==> config.mk <==
export PLATFORM = sky130hd
export DESIGN_NAME = ctrl_fsm
export DESIGN_NICKNAME = d
export VERILOG_FILES = /design/src/rtl/ctrl_pkg.sv /design/src/rtl/cond_unit.sv /design/src/rtl/ctrl_fsm.sv
export SDC_FILE = /design/constraint.sdc
export NUM_CORES = 1
export LEC_CHECK = 0
export BUFFER_PORTS_ARGS = -buffer_cell sky130_fd_sc_hd__buf_2
export CELL_PAD_IN_SITES_DETAIL_PLACEMENT = 0
export CELL_PAD_IN_SITES_GLOBAL_PLACEMENT = 1
export CORE_MARGIN = 4
export CORE_UTILIZATION = 30
export DETAILED_ROUTE_END_ITERATION = 8
export GPL_TIMING_DRIVEN = 0
export PLACE_DENSITY = 0.8
export SKIP_LAST_GASP = 1
export SYNTH_ARGS = -nofsm -noshare
export SYNTH_HDL_FRONTEND = slang
export SYNTH_HIERARCHICAL = 1
export SYNTH_SLANG_ARGS = --single-unit
==> constraint.sdc <==
create_clock -name clk -period 2.4 [get_ports clk]
set_input_delay 0.12 -clock clk [delete_from_list [all_inputs] [get_ports clk]]
set_output_delay 0.12 -clock clk [all_outputs]
set_load 0.005 [all_outputs]
==> src/rtl/ctrl_pkg.sv <==
// rtl/ctrl_pkg.sv - shared types and encodings for the multicycle control FSM
package ctrl_pkg;

  typedef enum logic [3:0] {
    S_FETCH, S_DECODE, S_MEMADR, S_MEMRD, S_MEMWB,
    S_MEMWR, S_EXECR, S_EXECI, S_ALUWB, S_BRANCH
  } state_t;

  localparam logic [1:0] ALU_ADD = 2'b00;
  localparam logic [1:0] ALU_SUB = 2'b01;
  localparam logic [1:0] ALU_AND = 2'b10;
  localparam logic [1:0] ALU_ORR = 2'b11;

  localparam logic [1:0] RES_ALUOUT = 2'b00;
  localparam logic [1:0] RES_DATA   = 2'b01;
  localparam logic [1:0] RES_ALU    = 2'b10;

  localparam logic [1:0] SRCB_REG  = 2'b00;
  localparam logic [1:0] SRCB_IMM  = 2'b01;
  localparam logic [1:0] SRCB_FOUR = 2'b10;

  localparam logic [1:0] OP_DATA = 2'b00;
  localparam logic [1:0] OP_MEM  = 2'b01;
  localparam logic [1:0] OP_BR   = 2'b10;

  localparam logic [3:0] CMD_AND = 4'b0000;
  localparam logic [3:0] CMD_SUB = 4'b0010;
  localparam logic [3:0] CMD_ADD = 4'b0100;
  localparam logic [3:0] CMD_CMP = 4'b1010;
  localparam logic [3:0] CMD_ORR = 4'b1100;

  localparam logic [3:0] COND_EQ = 4'b0000;
  localparam logic [3:0] COND_NE = 4'b0001;
  localparam logic [3:0] COND_GE = 4'b1010;
  localparam logic [3:0] COND_LT = 4'b1011;
  localparam logic [3:0] COND_GT = 4'b1100;
  localparam logic [3:0] COND_LE = 4'b1101;
  localparam logic [3:0] COND_AL = 4'b1110;

  // nzcv is {N, Z, C, V}; carry takes part in none of the supported conditions
  function automatic logic cond_eval(input logic [3:0] cond, input logic n, input logic z,
                                     input logic v);
    case (cond)
      COND_EQ: cond_eval = z;
      COND_NE: cond_eval = ~z;
      COND_GE: cond_eval = (n == v);
      COND_LT: cond_eval = (n != v);
      COND_GT: cond_eval = ~z & (n == v);
      COND_LE: cond_eval = z | (n != v);
      COND_AL: cond_eval = 1'b1;
      default: cond_eval = 1'b0;
    endcase
  endfunction

endpackage

==> src/rtl/cond_unit.sv <==
// rtl/cond_unit.sv - NZCV flag register and condition evaluation
module cond_unit
  import ctrl_pkg::*;
#(
  parameter logic [3:0] FLAGS_INIT = 4'b0000
) (
  input  logic       clk,
  input  logic       reset,
  input  logic [3:0] i_cond,
  input  logic [3:0] i_alu_flags,
  input  logic       i_we_nz,
  input  logic       i_we_cv,
  output logic       o_cond_ex
);

  logic [3:0] r_flags;

  always_ff @(posedge clk or posedge reset) begin
    if (reset) begin
      r_flags <= FLAGS_INIT;
    end else begin
      if (i_we_nz) r_flags[3:2] <= i_alu_flags[3:2];
      if (i_we_cv) r_flags[1:0] <= i_alu_flags[1:0];
    end
  end

  assign o_cond_ex = cond_eval(i_cond, r_flags[3], r_flags[2], r_flags[0]);

endmodule

==> src/rtl/ctrl_fsm.sv <==
// rtl/ctrl_fsm.sv - multicycle processor control FSM with conditional execution
// Optional memory wait handshake enabled by defining CTRL_MEMWAIT_EN.
module ctrl_fsm
  import ctrl_pkg::*;
#(
  parameter logic [3:0] FLAGS_INIT = 4'b0000
) (
  input  logic       clk,
  input  logic       reset,
`ifdef CTRL_MEMWAIT_EN
  input  logic       MemReady,
`endif
  input  logic [3:0] Cond,
  input  logic [1:0] Op,
  input  logic [5:0] Funct,
  input  logic [3:0] Rd,
  input  logic [3:0] ALUFlags,
  output logic       PCWrite,
  output logic       MemWrite,
  output logic       RegWrite,
  output logic       IRWrite,
  output logic       AdrSrc,
  output logic       ALUSrcA,
  output logic [1:0] ResultSrc,
  output logic [1:0] ALUSrcB,
  output logic [1:0] ImmSrc,
  output logic [1:0] RegSrc,
  output logic [1:0] ALUControl
);

  state_t     r_state, w_next;
  logic       w_mem_ready, w_cond_ex;
  logic       w_cmd_valid, w_cmd_arith, w_nowrite;
  logic [1:0] w_alu_dec;
  logic       w_pcw, w_memw, w_regw, w_irw, w_adr, w_srca;
  logic [1:0] w_res, w_srcb, w_alu;
  logic       w_we_nz, w_we_cv;

`ifdef CTRL_MEMWAIT_EN
  assign w_mem_ready = MemReady;
`else
  assign w_mem_ready = 1'b1;
`endif

  always_comb begin
    w_alu_dec   = ALU_ADD;
    w_nowrite   = 1'b1;
    w_cmd_valid = 1'b0;
    w_cmd_arith = 1'b0;
    case (Funct[4:1])
      CMD_ADD: begin w_alu_dec = ALU_ADD; w_nowrite = 1'b0; w_cmd_valid = 1'b1; w_cmd_arith = 1'b1; end
      CMD_SUB: begin w_alu_dec = ALU_SUB; w_nowrite = 1'b0; w_cmd_valid = 1'b1; w_cmd_arith = 1'b1; end
      CMD_AND: begin w_alu_dec = ALU_AND; w_nowrite = 1'b0; w_cmd_valid = 1'b1; end
      CMD_ORR: begin w_alu_dec = ALU_ORR; w_nowrite = 1'b0; w_cmd_valid = 1'b1; end
      CMD_CMP: begin w_alu_dec = ALU_SUB; w_cmd_valid = 1'b1; w_cmd_arith = 1'b1; end
      default: ;
    endcase
  end

  always_ff @(posedge clk or posedge reset) begin
    if (reset) r_state <= S_FETCH;
    else       r_state <= w_next;
  end

  always_comb begin
    w_next = r_state;
    w_pcw  = 1'b0;
    w_memw = 1'b0;
    w_regw = 1'b0;
    w_irw  = 1'b0;
    w_adr  = 1'b0;
    w_srca = 1'b0;
    w_res  = RES_ALUOUT;
    w_srcb = SRCB_REG;
    w_alu  = ALU_ADD;
    case (r_state)
      S_FETCH: begin
        w_irw  = w_mem_ready;
        w_pcw  = w_mem_ready;
        w_srca = 1'b1;
        w_srcb = SRCB_FOUR;
        w_res  = RES_ALU;
        if (w_mem_ready) w_next = S_DECODE;
      end
      S_DECODE: begin
        w_srca = 1'b1;
        w_srcb = SRCB_FOUR;
        w_res  = RES_ALU;
        case (Op)
          OP_MEM:  w_next = S_MEMADR;
          OP_DATA: w_next = Funct[5] ? S_EXECI : S_EXECR;
          OP_BR:   w_next = S_BRANCH;
          default: w_next = S_FETCH;
        endcase
      end
      S_MEMADR: begin
        w_srcb = SRCB_IMM;
        w_next = Funct[0] ? S_MEMRD : S_MEMWR;
      end
      S_MEMRD: begin
        w_adr = 1'b1;
        if (w_mem_ready) w_next = S_MEMWB;
      end
      S_MEMWB: begin
        w_res  = RES_DATA;
        w_regw = w_cond_ex;
        w_next = S_FETCH;
      end
      S_MEMWR: begin
        w_adr  = 1'b1;
        w_memw = w_cond_ex;
        if (w_mem_ready) w_next = S_FETCH;
      end
      S_EXECR: begin
        w_alu  = w_alu_dec;
        w_next = S_ALUWB;
      end
      S_EXECI: begin
        w_srcb = SRCB_IMM;
        w_alu  = w_alu_dec;
        w_next = S_ALUWB;
      end
      S_ALUWB: begin
        w_alu  = w_alu_dec;
        w_regw = w_cond_ex & ~w_nowrite;
        w_pcw  = w_cond_ex & ~w_nowrite & (Rd == 4'd15);
        w_next = S_FETCH;
      end
      S_BRANCH: begin
        w_srcb = SRCB_IMM;
        w_res  = RES_ALU;
        w_pcw  = w_cond_ex;
        w_next = S_FETCH;
      end
      default: w_next = S_FETCH;
    endcase
  end

  // Unsupported commands never touch the flags, even with the S bit set
  assign w_we_nz = (r_state == S_ALUWB) & Funct[0] & w_cond_ex & w_cmd_valid;
  assign w_we_cv = w_we_nz & w_cmd_arith;

  cond_unit #(.FLAGS_INIT(FLAGS_INIT)) u_cond (
    .clk        (clk),
    .reset      (reset),
    .i_cond     (Cond),
    .i_alu_flags(ALUFlags),
    .i_we_nz    (w_we_nz),
    .i_we_cv    (w_we_cv),
    .o_cond_ex  (w_cond_ex)
  );

  assign PCWrite    = w_pcw  & ~reset;
  assign MemWrite   = w_memw & ~reset;
  assign RegWrite   = w_regw & ~reset;
  assign IRWrite    = w_irw  & ~reset;
  assign AdrSrc     = w_adr  & ~reset;
  assign ALUSrcA    = w_srca & ~reset;
  assign ResultSrc  = reset ? 2'b00 : w_res;
  assign ALUSrcB    = reset ? 2'b00 : w_srcb;
  assign ALUControl = reset ? 2'b00 : w_alu;
  assign ImmSrc     = reset ? 2'b00 : Op;
  assign RegSrc     = reset ? 2'b00 : {Op == OP_MEM, Op == OP_BR};

endmodule

==> results.sh <==
export IMPL_die_area_sq_um=3240
export IMPL_synth_edf_count=0
export IMPL_max_vdd_ir_drop_v=0.000447
export IMPL_synth_simple_area_share=0.353
export IMPL_cts_buffer_depth=2
export IMPL_synthDistinctLibCells=40
export IMPL_layout_common_cells="39 x buf_2, 9 x nor2_1, 7 x dfrtp_1"
export IMPL_synth_xor_area_frac=0.0593
export IMPL_filler_cell_count=247
export IMPL_p_leak_uw=0.000469
export IMPL_clock_latency_ns=0.24
export IMPL_ys_ff_latch=7
export IMPL_max_slew_margin=0.693
export IMPL_status="completed"
export IMPL_cts_max_level=1
export IMPL_crit_buf_inv=1
export IMPL_powerDensity_nw_per_um2=775
export IMPL_synth_async_reset_ratio=1.00
export IMPL_postCtsSetupRepairBufs=0
export IMPL_clockRootBuffer="clkbuf_4"
export IMPL_synth_mux_area_frac=0.0471
export IMPL_criticalPathCategory="flip-flop to output pin"
export IMPL_routed_via_count=815
export IMPL_crit_arrival_ns=2.14
export IMPL_hpwlAfterDp_um=1550
export IMPL_place_congestion=0.789
export IMPL_ant_nets=0
export IMPL_overflow=0
export IMPL_reg2reg_to="u_cond/r_flags[3]"
export IMPL_seq_area_frac_synth=0.244
export IMPL_crit_path_end="PCWrite"
export IMPL_diodes=0
export IMPL_rrSetupSlack_ns=0.24
export IMPL_startpoint="u_cond/r_flags[0]"
export IMPL_cp_cell_sequence="xnor2_2 -> o22ai_1 -> a22oi_1 -> o211ai_2 -> nand2b_1 -> a211oi_4 -> a31oi_1 -> nor4_2 -> buf_2"
export IMPL_drive_gt1_frac=0.397
export IMPL_cp_start_kind="flip-flop"
export IMPL_period_needed_ns=2.26
export IMPL_synth_compound_area_frac=0.218
export IMPL_cts_inserted_buffers=3
export IMPL_wl_per_cell_um=12.4
export IMPL_fin_nets=154
export IMPL_cts_sinks=7
export IMPL_postLayoutCellArea_sq_um=968
export IMPL_postRouteWirelength_um=1970
export IMPL_synthCells=90
export IMPL_avgSynthCellArea_sq_um=7.97
export IMPL_dieHeight_um=56.9
export IMPL_dpl_cell_area_sq_um=932
export IMPL_drt_iter0_drc=19
export IMPL_final_common_cell="buf_2"
export IMPL_gr_usage_all_layers=0.120
export IMPL_clkTransAtPathRegs_ns=0.05
export IMPL_grt_max_degree=11
export IMPL_skew_ns=0.00235
export IMPL_ios=38
export IMPL_cap_violations=0
export IMPL_fmaxAchievable_mhz=442
export IMPL_ff2ff_path_depth=8
export IMPL_mappedNetlistArea_sq_um=717
export IMPL_row_count=17
export IMPL_crit_fanout=4
export IMPL_rsz0062_at_grt="no"
export IMPL_yosysWarnings=6
export IMPL_synthAdderAreaFrac=0
export IMPL_critPathMaxStageDelay_ns=0.40
export IMPL_period_share=0.943
export IMPL_die_width_um=56.9
export IMPL_hold_class="input pin to flip-flop"
export IMPL_worstPathRequired_ns=2.28
export IMPL_final_max_slew_viol_count=0
export IMPL_setup_tns_ns=0
export IMPL_area_growth_pct=35.1
export IMPL_viasPerCell=5.13
export IMPL_first_pass_iters=4
export IMPL_tightest_slew_ns=0.460
export IMPL_drc=0
export IMPL_rr_startpoint="u_cond/r_flags[0]"
export IMPL_coreArea_sq_um=2230
export IMPL_crit_cells=9
export IMPL_crit_slowest_cell="dfrtp_1"
export IMPL_setup_viol=0
export IMPL_hold_viol=0
export IMPL_cts_tree="done"
export IMPL_critPathTopFamily="compound AO/OA/AOI/OAI gates"
export IMPL_grt_pass1_vias=762
export IMPL_syn_nets=112
export IMPL_synth_top_family_by_area="simple AND/OR/NAND/NOR gates"
export IMPL_worstSetupEndpointType="output pin"
export IMPL_start_util=0.321
export IMPL_grt_pass1_wl_um=3150
export IMPL_portBuffers=36
export IMPL_ys_flop_type="dfrtp_1"
export IMPL_antenna_found_initial=0
==> flip-flops by register name, summed over array words and instances (netlist names) <==
signal / count
u_cond/r_flags: 3
r_state: 4
==> worst min path at each step <==
stage                startpoint                 to  depth (start not counted)
finish              ALUFlags[0]  u_cond/r_flags[0]                          2
global route        ALUFlags[0]  u_cond/r_flags[0]                          2
global placement          reset  u_cond/r_flags[0]                          2
detailed placement        reset  u_cond/r_flags[3]                          2
floorplan                 reset  u_cond/r_flags[0]                          1
CTS                 ALUFlags[0]  u_cond/r_flags[0]                          2
==> what timing repair did <==
item / in CTS / in global routing
endpoints found under the hold margin: 3 / 0
hold buffers: 1 / 0
resized for setup: 0 / 0
endpoints found under the setup margin: 0 / 0
==> cell type report <==
| class | instances | area (sq um) | area share |
|---|---|---|---|
| Inverter | 4 | 15.0 | 0.0155 |
| Buffer | 7 | 41.3 | 0.0426 |
| Clock buffer | 4 | 26.3 | 0.0271 |
| Multi-Input combinational cell | 72 | 485 | 0.501 |
| Timing Repair Buffer | 37 | 190 | 0.196 |
| Sequential cell | 7 | 175 | 0.181 |
| Tap cell | 28 | 35.0 | 0.0362 |
==> cells in the mapped netlist (2+ instances only) <==
| library cell | number | area share |
|---|---|---|
| buf_2 | 3 | 0.021 |
| a21oi_1 | 5 | 0.035 |
| mux2_2 | 2 | 0.031 |
| dfrtp_1 | 7 | 0.24 |
| a31oi_1 | 2 | 0.017 |
| xor2_1 | 2 | 0.024 |
| nor3_1 | 6 | 0.042 |
| inv_1 | 3 | 0.016 |
| a22oi_1 | 2 | 0.021 |
| o21ai_0 | 4 | 0.028 |
| nor4_1 | 4 | 0.035 |
| nor2_1 | 9 | 0.047 |
| nand2b_1 | 4 | 0.035 |
| nand3_1 | 2 | 0.014 |
| clkbuf_1 | 2 | 0.010 |
| nor2b_1 | 5 | 0.044 |
| nand2_1 | 5 | 0.026 |
==> metal layers <==
| layer | vias to the layer above | GRT usage | wire (um) |
|---|---|---|---|
| li1 | 416 | - | - |
| met1 | 364 | 0.135 | 843 |
| met2 | 31 | 0.215 | 954 |
| met3 | 4 | 0.0161 | 140 |
| met4 | 0 | 0.0596 | 36 |
| met5 | - | 0 | 0 |
==> kinds of logic (layout without fill, tap and decap cells) <==
| family | Yosys count | after routing |
|---|---|---|
| buffers and inverters | 11 | 52 |
| and+or+nand+nor | 44 | 44 |
| xor gates and xnor gates | 4 | 4 |
| DFF | 7 | 7 |
| muxes | 3 | 3 |
| AOI/OAI and AO/OA | 21 | 21 |
==> metrics by stage <==
step                power, uW  hold WS, ns  utilization  std cells  setup slack [ns]
floorplan                 510       -0.126            -         90             0.456
global placement          639       0.0251        0.417        154             0.306
detailed placement        644       0.0372        0.417        154             0.246
CTS                       757       0.0987        0.434        159             0.121
global route              816       0.0974        0.434        159            0.0273
finish                    750        0.103        0.434        159             0.136
==> report_power, final <==
part / internal (uW) / switching [uW] / leakage, uW
registers: 156 / 15.5 / 0.0000931
logic: 205 / 269 / 0.000361
clock network: 63.3 / 41.8 / 0.0000150
No activity file was read; power rests on OpenSTA's default activity.
